[config.mk]
export PLATFORM = sky130hd
export DESIGN_NAME = ofs_plat_avalon_mem_rdwr_merge
export DESIGN_NICKNAME = d
export VERILOG_FILES = /design/src/rtl/ofs_plat_avalon_mem_rdwr_merge.sv
export SDC_FILE = /design/constraint.sdc
export NUM_CORES = 1
export LEC_CHECK = 0
export BUFFER_PORTS_ARGS = -buffer_cell sky130_fd_sc_hd__buf_4
export CAP_MARGIN = 25
export CORE_AREA = 2 2 184 186
export DETAILED_ROUTE_END_ITERATION = 10
export DIE_AREA = 0 0 186 188
export GPL_ROUTABILITY_DRIVEN = 1
export GPL_TIMING_DRIVEN = 0
export PLACE_DENSITY_LB_ADDON = 0.05
export SLEW_MARGIN = 40
export SYNTH_ARGS = -nofsm -noshare
export SYNTH_HDL_FRONTEND = slang
export SYNTH_SLANG_ARGS = --single-unit
[constraint.sdc]
create_clock -name clk -period 3.8 [get_ports clk]
set_clock_uncertainty 0.15 [all_clocks]
set_input_delay 0.19 -clock clk [delete_from_list [all_inputs] [get_ports clk]]
set_output_delay 0.19 -clock clk [all_outputs]
set_load 0.01 [all_outputs]
[src/rtl/ofs_plat_avalon_mem_rdwr_merge.sv]
// ----------------------------------------------------------------------------
// ofs_plat_avalon_mem_rdwr_merge
//
// Merges a split read/write Avalon memory bus (independent rd_* and wr_*
// request channels) onto one shared-address Avalon memory sink (m_*).
// Reads and writes are arbitrated round-robin at burst boundaries, and write
// bursts are kept atomic. Responses are routed back to their own channels in
// the same cycle.
//
// Ports
//   clk, reset            clock; asynchronous active-high reset
//   rd_*                  read request channel (one command beat per burst)
//   rd_readdata/...       read response returned to the read channel
//   wr_*                  write request channel (one beat per data word)
//   wr_writeresponse*     write response returned to the write channel
//   m_*                   merged Avalon sink port (no waitrequest allowance)
//
// Request path is combinational from the registered grant state and adds
// no latency. A command stalled by m_waitrequest keeps its grant until it is
// accepted, so the merged command stays stable as Avalon requires.
// ----------------------------------------------------------------------------
module ofs_plat_avalon_mem_rdwr_merge #(
  parameter int ADDR_WIDTH      = 32,
  parameter int DATA_WIDTH      = 64,
  parameter int BURST_CNT_WIDTH = 7,
  parameter int RESPONSE_WIDTH  = 2,
  parameter int USER_WIDTH      = 8
) (
  input  logic                       clk,
  input  logic                       reset,

  // Read request / response channel
  input  logic [ADDR_WIDTH-1:0]      rd_address,
  input  logic [BURST_CNT_WIDTH-1:0] rd_burstcount,
  input  logic [DATA_WIDTH/8-1:0]    rd_byteenable,
  input  logic [USER_WIDTH-1:0]      rd_user,
  input  logic                       rd_read,
  output logic                       rd_waitrequest,
  output logic [DATA_WIDTH-1:0]      rd_readdata,
  output logic                       rd_readdatavalid,
  output logic [RESPONSE_WIDTH-1:0]  rd_response,
  output logic [USER_WIDTH-1:0]      rd_readresponseuser,

  // Write request / response channel
  input  logic [ADDR_WIDTH-1:0]      wr_address,
  input  logic [BURST_CNT_WIDTH-1:0] wr_burstcount,
  input  logic [DATA_WIDTH-1:0]      wr_writedata,
  input  logic [DATA_WIDTH/8-1:0]    wr_byteenable,
  input  logic [USER_WIDTH-1:0]      wr_user,
  input  logic                       wr_write,
  output logic                       wr_waitrequest,
  output logic                       wr_writeresponsevalid,
  output logic [RESPONSE_WIDTH-1:0]  wr_response,
  output logic [USER_WIDTH-1:0]      wr_writeresponseuser,

  // Merged sink port
  output logic [ADDR_WIDTH-1:0]      m_address,
  output logic [BURST_CNT_WIDTH-1:0] m_burstcount,
  output logic [DATA_WIDTH-1:0]      m_writedata,
  output logic [DATA_WIDTH/8-1:0]    m_byteenable,
  output logic [USER_WIDTH-1:0]      m_user,
  output logic                       m_read,
  output logic                       m_write,
  input  logic                       m_waitrequest,
  input  logic [DATA_WIDTH-1:0]      m_readdata,
  input  logic                       m_readdatavalid,
  input  logic [RESPONSE_WIDTH-1:0]  m_response,
  input  logic [USER_WIDTH-1:0]      m_readresponseuser,
  input  logic                       m_writeresponsevalid,
  input  logic [USER_WIDTH-1:0]      m_writeresponseuser
);

  localparam logic [BURST_CNT_WIDTH-1:0] BCNT_ONE = BURST_CNT_WIDTH'(1);

  typedef enum logic {ST_ARB, ST_WR_BURST} state_t;
  typedef enum logic {CH_RD, CH_WR} chan_t;
  typedef enum logic [1:0] {GNT_NONE, GNT_RD, GNT_WR} grant_t;

  state_t                     state;
  chan_t                      rr_last;   // channel that won the last burst
  logic                       hold;      // a stalled command owns the bus
  chan_t                      held_chan;
  logic [BURST_CNT_WIDTH-1:0] wr_rem;    // write beats left in the burst
  grant_t                     grant;

  logic cmd_valid;
  logic cmd_stall;

  // --------------------------------------------------------------------------
  // Grant selection
  // --------------------------------------------------------------------------
  always_comb begin
    // NOTE: default assignment first so no path leaves grant unassigned,
    // which would otherwise infer a latch.
    grant = GNT_NONE;
    if (state == ST_WR_BURST) begin
      grant = GNT_WR;
    end else if (hold) begin
      grant = (held_chan == CH_WR) ? GNT_WR : GNT_RD;
    end else if (rd_read && (!wr_write || (rr_last == CH_WR))) begin
      grant = GNT_RD;
    end else if (wr_write) begin
      grant = GNT_WR;
    end
  end

  // --------------------------------------------------------------------------
  // Merged request path; reset forces the channels quiet and stalled.
  // --------------------------------------------------------------------------
  assign m_read         = !reset && (grant == GNT_RD) && rd_read;
  assign m_write        = !reset && (grant == GNT_WR) && wr_write;
  assign rd_waitrequest = reset || (grant != GNT_RD) || m_waitrequest;
  assign wr_waitrequest = reset || (grant != GNT_WR) || m_waitrequest;

  assign m_address    = (grant == GNT_WR) ? wr_address    : rd_address;
  assign m_burstcount = (grant == GNT_WR) ? wr_burstcount : rd_burstcount;
  assign m_byteenable = (grant == GNT_WR) ? wr_byteenable : rd_byteenable;
  assign m_user       = (grant == GNT_WR) ? wr_user       : rd_user;
  assign m_writedata  = wr_writedata;

  assign cmd_valid = m_read || m_write;
  assign cmd_stall = cmd_valid && m_waitrequest;

  // --------------------------------------------------------------------------
  // Response pass-through
  // --------------------------------------------------------------------------
  assign rd_readdata           = m_readdata;
  assign rd_readdatavalid      = m_readdatavalid;
  assign rd_response           = m_response;
  assign rd_readresponseuser   = m_readresponseuser;
  assign wr_writeresponsevalid = m_writeresponsevalid;
  assign wr_response           = m_response;
  assign wr_writeresponseuser  = m_writeresponseuser;

  // --------------------------------------------------------------------------
  // Arbitration state
  // --------------------------------------------------------------------------
  // NOTE: sequential state uses non-blocking assignments only, so every
  // register samples the pre-edge values of its neighbours.
  always_ff @(posedge clk or posedge reset) begin
    if (reset) begin
      state     <= ST_ARB;
      rr_last   <= CH_WR;     // read wins the first contention
      hold      <= 1'b0;
      held_chan <= CH_RD;
      wr_rem    <= '0;
    end else begin
      // Keep the grant of a stalled command; release it on acceptance.
      hold <= cmd_stall;
      if (cmd_stall) begin
        held_chan <= m_write ? CH_WR : CH_RD;
      end

      if (m_read && !m_waitrequest) begin
        rr_last <= CH_RD;
      end

      if (m_write && !m_waitrequest) begin
        if (state == ST_ARB) begin
          rr_last <= CH_WR;
          // burstcount 0 falls through here and is treated as one beat
          if (wr_burstcount > BCNT_ONE) begin
            wr_rem <= wr_burstcount - BCNT_ONE;
            state  <= ST_WR_BURST;
          end
        end else begin
          wr_rem <= wr_rem - BCNT_ONE;
          if (wr_rem == BCNT_ONE) begin
            state <= ST_ARB;
          end
        end
      end
    end
  end

  // --------------------------------------------------------------------------
  // Simulation-only protocol checks
  // --------------------------------------------------------------------------
  always @(posedge clk) begin
    if (!reset) begin
      assert (!$isunknown(rd_read) && !$isunknown(wr_write))
        else $fatal(1, "rd_read or wr_write is unknown outside reset");
      assert (!(m_read && m_write))
        else $fatal(1, "m_read and m_write asserted together");
      if (m_write && !m_waitrequest && (state == ST_ARB)) begin
        assert (wr_burstcount != '0)
          else $error("write burst with burstcount 0, treated as 1");
      end
    end
  end

endmodule

# Yosys cells after proc, flatten, opt, wreduce, memory -nomap -nowiden
# Index checks and enable logic that the tools add are counted.
# W data, S select, Z words.
# word_totals
elab_cells,50
regBits,11
input_bits,263
# classes
n_eq_ne,5
mux,18
addsub,2
n_lt_le_gt_ge,1
n_reduce_logical,19
# op_table
cell,n
$mux W32,1
$mux W7,3
$mux W8,2
$sub A7 B1 Y7 const B,2
$mux W2,5
$logic_and A1 B1 Y1,8
$eq A7 B1 Y1 const B,1
$gt A7 B1 Y1 const B,1
$mux W1,7
$logic_or A1 B1 Y1,6
$logic_not A1 Y1,3
$eq A2 B1 Y1 const B,1
$eq A2 B2 Y1 const B,1
$ne A2 B1 Y1 const B,1
$ne A2 B2 Y1 const B,1
$reduce_and A2 Y1,1
$reduce_bool A2 Y1,1

# Longest topological paths before layout
# Gate-level depths: netlist of the first run.
# logic_depth
depth_word,13
mapped_depth,6

# Worst setup path before layout of the first run
# OpenSTA, ideal clock, no wires.
# synth_path
kind,reg2out
startpoint,reg rr_last
endpoint,out m_address[10]
t_arrival_ns,1.450
stages_incl_launch_ff,5
path_slack_ns,2.010
required_time_ns,3.460
path_buffers,1
path_cell_list,dfstp_2 nand2_1 a31oi_2 buf_2 mux2_2
# synth_between
elab_chain_len,7
# synth_rtl
item,line_no,text
from (decl),80,chan_t rr_last;
from (signal assigned),143,rr_last <= CH_WR;
from (signal assigned),155,rr_last <= CH_RD;
from (signal assigned),160,rr_last <= CH_WR;
$logic_or A1 B1 Y1,100,end else if (rd_read && (!wr_write || (rr_last == CH_WR))) begin
$logic_and A1 B1 Y1,100,
$mux W2,100,
$mux W2,98,end else if (hold) begin
$mux W2,96,if (state == ST_WR_BURST) begin
$eq A2 B2 Y1,115,assign m_address = (grant == GNT_WR) ? wr_address : rd_address;
$mux W32,115,
to (decl),57,"output logic [ADDR_WIDTH-1:0] m_address,"
# No other way between the ends.

# Worst setup path in the final report of the first run
# Ends and elaborated chain as after synthesis.

==> results.json, run 1 <==
{
  "port_buffers": 323,
  "area_delta_synth_final_pct": 115,
  "fin_crit_ps": 2550,
  "cp-endpoint": "m_address[10]",
  "synth_area_per_cell_um2": 8.38,
  "power_frac_comb": 0.626,
  "clk_latency_ps": 240,
  "synth_fp_nets": 585,
  "seq_power_share": 0.170,
  "maxCapViolCount": 0,
  "synth-edff-count": 0,
  "routed.top_layer": "met4",
  "met3_length_um": 1620,
  "critPathLaunchType": "register",
  "initial_core_util": 0.0805,
  "internal_power_w": 0.000659,
  "ios": 472,
  "setup_ws_ps": 1250,
  "first_pass_iters": 4,
  "fp.dieW_um": 186,
  "holdCritPathClass": "in -> reg",
  "yosys-top-cells-area": "buf_4, mux2_2, dfrtp_1",
  "dp_slack_ps": 1420,
  "power.switching_w": 0.000313,
  "rsz0062_at_grt": "false",
  "fin_nets": 914,
  "p_clk_frac": 0.204,
  "vdd_drop_max_mv": 0.0790,
  "wl_met2_um": 9980,
  "yosys_most_used_dff": "dfrtp_1",
  "synthTopCellsByCount": "buf_4, mux2_2, nand2_1, dfrtp_1, nor2_1",
  "drive_above_1_share": 0.841,
  "holdWs_ps": 86.9,
  "ys_ff_latch": 11,
  "ant_nets": 0,
  "ff2ff_setup_slack_ps": 1770,
  "via_per_inst": 2.98,
  "core_mm2": 0.0331,
  "fillers": 3723,
  "max_freq_mhz": 391,
  "syn-cell-area_mm2": 0.00267,
  "place_congestion": 0.712,
  "p_sw_frac": 0.322,
  "drc_errors": 0,
  "post-synth-top-count-cell": "buf_4",
  "cp-end-kind": "output port",
  "die_h_um": 188,
  "synth_area_leader_cell": "buf_4",
  "syn-instance-count": 318,
  "cts_tree": "yes",
  "synth-seq-area-share": 0.104,
  "wl_um": 16900,
  "clock-root-buffer": "clkbuf_16",
  "r2r_cells": 6,
  "clockBufferDepth": 2,
  "num_vias": 3263,
  "grt_pass1_wl_um": 21700,
  "numCtsBuffers": 3,
  "ys_warn_count": 0,
  "synth_top_area_share": 0.425,
  "required_ps": 3460,
  "rows": 67,
  "timing.rr.start": "rr_last",
  "critPathArrivalTime_ps": 2210,
  "drt-met1-wl_um": 5290,
  "tightest_slew_ps": 580,
  "cts.sinks": 11,
  "p_leak_nw": 2.88,
  "drtIter0Drc": 75,
  "p_per_area_mw_per_mm2": 169,
  "antenna_found_initial": 0,
  "path_class": "reg -> out",
  "critPathMaxFanout": 10,
  "outcome": "finished clean",
  "final-setup-viol-count": 0,
  "finalHoldViolCount": 0,
  "h-tree-depth": 1,
  "crit_start": "rr_last",
  "path_clk_slew_ps": 40,
  "grt_max_degree": 13,
  "dp_hpwl_um": 15700,
  "grt_usage": 0.0852,
  "reg2reg_to": "wr_rem[5]",
  "wl_per_cell_um": 15.5,
  "die-area_mm2": 0.0350,
  "slew_viol_final": 0,
  "antenna_cells": 0,
  "yosysUniqueCellTypes": 44,
  "slew-limit-headroom": 0.614,
  "final.setup.tns_ps": 0,
  "overflow": 0,
  "async_flop_share": 1.00,
  "grt_pass1_vias": 3100,
  "period_share": 0.672
}
sequential cells by signal, summed over array words and instances, names as in the netlist:
name,flops
wr_rem,7
state,1
held_chan,1
rr_last,1
hold,1
power groups by stage:
stage	clock network (W)	registers (W)	logic [W]
after floorplan	0	0.000160	0.000296
after global placement	0	0.000168	0.000623
after CTS	0.000206	0.000165	0.000622
after global routing	0.000216	0.000170	0.000661
after detailed placement	0	0.000167	0.000619
final	0.000199	0.000165	0.000608
per-layer routing:
layer / GRT usage / up-vias
li1: - / 1592
met1: 0.0804 / 1464
met2: 0.184 / 203
met3: 0.0208 / 4
met4: 0.00727 / 0
met5: 0 / -
cells in the final DEF (no fill, tap or decap), types with 3 or more instances in the layout:
cell | netlist | layout
nand3_1 | 5 | 5
nor3_1 | 5 | 5
buf_4 | 151 | 474
buf_2 | 5 | 5
clkbuf_1 | 2 | 3
nand2_1 | 14 | 14
mux2_2 | 52 | 52
ha_1 | 4 | 4
o21ai_0 | 8 | 8
dfrtp_1 | 10 | 10
clkbuf_16 | 0 | 3
inv_1 | 8 | 8
a21oi_1 | 5 | 5
nor2_1 | 10 | 10
stage by stage:
stage / util / cell area, µm² / power, W / instances
floorplan: - / 2670 / 0.000455 / 318
global placement: 0.171 / 5650 / 0.000791 / 1089
detailed placement: 0.171 / 5650 / 0.000786 / 1089
CTS: 0.173 / 5740 / 0.000993 / 1094
global route: 0.173 / 5740 / 0.00105 / 1094
finish: 0.173 / 5740 / 0.000972 / 1094
kinds of logic (layout without fill, tap and decap cells):
logic type               after synthesis  after routing  synth area share
multiplexers                          53             53             0.223
XOR/XNOR                               4              4            0.0131
AND/OR/NAND/NOR                       43             43            0.0882
AO/OA/AOI/OAI                         37             37             0.104
buffers and inverters                166            494             0.449
adder cells (fa/ha/maj)                4              4            0.0188
flip-flops                            11             11             0.104
final cells by class:
class	instances	area, µm²	share of cell area
plain buffers	158	1170	0.203
clock buffers	4	78.8	0.0137
inverters	8	30.0	0.00523
multi-input cells	141	1190	0.208
flip-flops and latches	11	277	0.0482
well taps	448	561	0.0976
repair buffers	324	2430	0.424
worst max-delay path, stage by stage, from the launching register on:
cell	delay, ps
dfstp_2	530
nand2_1	70
a31oi_2	430
buf_2	370
mux2_2	410
buf_4	160
how the worst min path moves through the flow:
stage                             start   endpoint  slack [ps]  cells past startpoint
after global placement            reset       hold         170                      2
final                     m_waitrequest       hold          90                      2
after global routing      m_waitrequest       hold          90                      2
after CTS                 m_waitrequest       hold          90                      2
after detailed placement          reset  held_chan         160                      2
after floorplan                   reset  held_chan        -100                      1
what timing repair did:
action,4_1_cts,5_1_grt
gates resized for setup,0,0
endpoints found under the hold margin,10,0
hold buffers,1,0
setup buffers,0,0
Note: power is estimated with default switching activity, not from simulation.
==> run 2, diff against run 1 <==
Settings changed: CORE_AREA 2 2 184 186 to 2 2 185 187, DIE_AREA 0 0 186 188 to 0 0 187 189.
Clock period 3.8 ns to 2.7 ns, I/O delays scaled along.
==> run 2 against run 1 <==
Against the previous run: cell count unchanged; first-iteration DRC count decreased by 11%; worst hold slack got worse by 57 ps; critical path depth unchanged; power increased by 40%; core utilization decreased by 0.061 points; non-clock buffer count unchanged; final area increased by 0.15%; sequential power increased by 41%; critical endpoint is now m_address[27].
==> results.json, run 2 (synthesized netlist as in run 1, its figures left out) <==
{
  "slew-limit-headroom": 0.637,
  "initial_core_util": 0.0801,
  "h-tree-depth": 1,
  "internal_power_w": 0.000926,
  "rows": 67,
  "drt-met1-wl_um": 4990,
  "slew_viol_final": 0,
  "area_delta_synth_final_pct": 116,
  "first_pass_iters": 4,
  "dp_hpwl_um": 14800,
  "grt_pass1_vias": 3298,
  "critPathArrivalTime_ps": 2100,
  "p_per_area_mw_per_mm2": 236,
  "fillers": 3797,
  "ff2ff_setup_slack_ps": 770,
  "final-setup-viol-count": 0,
  "antenna_found_initial": 0,
  "largest_reg_flops": 7,
  "setup_ws_ps": 319,
  "antenna_cells": 0,
  "cp-end-kind": "output port",
  "critPathMaxFanout": 10,
  "p_sw_frac": 0.319,
  "post-cts-setup-buffer-count": 0,
  "crit_buf_inv": 2,
  "cp-endpoint": "m_address[27]",
  "holdCritPathClass": "in -> reg",
  "ant_nets": 0,
  "fin_nets": 914,
  "numCtsBuffers": 3,
  "cts_tree": "yes",
  "p_leak_nw": 2.88,
  "cp_cell_sequence": "nand2_1 > a31oi_4 > buf_2 > mux2_2 > buf_4",
  "port_buffers": 323,
  "drc_errors": 0,
  "drive_above_1_share": 0.841,
  "ios": 472,
  "path_class": "reg -> out",
  "cts.sinks": 11,
  "wl_per_cell_um": 14.7,
  "final.setup.tns_ps": 0,
  "drtIter0Drc": 67,
  "timing.rr.start": "rr_last",
  "path_delay_family": "flip-flops",
  "vdd_drop_max_mv": 0.161,
  "reg2reg_to": "wr_rem[5]",
  "layout_common_cells": "buf_4, mux2_2, nand2_1",
  "place_congestion": 0.832,
  "die_h_um": 189,
  "seq_power_share": 0.171,
  "period_share": 0.882,
  "grt_pass1_wl_um": 21600,
  "tightest_slew_ps": 544,
  "critPathLaunchType": "register",
  "max_flop_register": "wr_rem",
  "clock-root-buffer": "clkbuf_16",
  "num_vias": 3369,
  "overflow": 0,
  "power.switching_w": 0.000434,
  "slowest_stage": "dfstp_2",
  "outcome": "finished clean",
  "register_area_um2": 277,
  "max_freq_mhz": 420,
  "p_clk_frac": 0.200,
  "met3_length_um": 1290,
  "crit_start": "rr_last",
  "r2r_cells": 6,
  "core_mm2": 0.0333,
  "required_ps": 2410,
  "via_per_inst": 3.08,
  "dp.cells": 1089,
  "final_common_cell": "buf_4",
  "rsz0062_at_grt": "false",
  "multi_input_area_mm2": 0.00120,
  "final_cells": 1094,
  "wl_met2_um": 9500,
  "die-area_mm2": 0.0353,
  "power_frac_comb": 0.628,
  "routed.top_layer": "met4",
  "path_clk_slew_ps": 40,
  "finalHoldViolCount": 0,
  "clockBufferDepth": 2,
  "clk_latency_ps": 240,
  "grt_usage": 0.0811,
  "fp.dieW_um": 187,
  "dp_slack_ps": 309,
  "fin_crit_ps": 2380,
  "crit_path_max_incr_delay_ps": 530,
  "grt_max_degree": 13,
  "maxCapViolCount": 0,
  "crit_cells": 5,
  "wl_um": 16000
}
==> run 2: metrics by stage <==
step | utilization | area, µm² | hold WS [ps] | total power, W
after floorplan | - | 2670 | -158 | 0.000641
after global placement | 0.170 | 5650 | 110 | 0.00110
after detailed placement | 0.170 | 5650 | 92.5 | 0.00110
after CTS | 0.172 | 5740 | 27.8 | 0.00138
after global routing | 0.173 | 5750 | 38.3 | 0.00146
final | 0.173 | 5750 | 29.8 | 0.00136
==> run 2: how the worst min path moves through the flow <==
stage / start / endpoint / slack (ps) / cells past startpoint
after floorplan: reset / held_chan / -160 / 1
after global placement: reset / held_chan / 110 / 2
after detailed placement: reset / hold / 90 / 2
after CTS: m_waitrequest / hold / 30 / 2
after global routing: m_waitrequest / hold / 40 / 2
final: m_waitrequest / hold / 30 / 2
==> run 2: layer usage <==
layer,vias to the layer above,global-route usage
met5,-,0
met1,1548,0.0771
met4,0,0.0156
li1,1588,-
met2,223,0.172
met3,10,0.0204
==> run 2: final cells by class <==
class | instances | area share
Buffer | 158 | 0.203
Clock buffer | 4 | 0.0137
Tap cell | 448 | 0.0975
Inverter | 8 | 0.00522
Multi-Input combinational cell | 141 | 0.209
Timing Repair Buffer | 324 | 0.424
Sequential cell | 11 | 0.0481
==> run 2: repair_timing <==
action | CTS | global route
hold endpoints to repair | 10 | 0
hold buffers | 1 | 0
resized for setup | 0 | 1
setup endpoints to repair | 0 | 38
==> run 2: power by group through the flow <==
stage	Sequential [W]	Clock [W]	Combinational, W
floorplan	0.000225	0	0.000416
global placement	0.000234	0	0.000870
detailed placement	0.000233	0	0.000865
CTS	0.000231	0.000285	0.000868
global route	0.000238	0.000296	0.000925
finish	0.000233	0.000272	0.000854
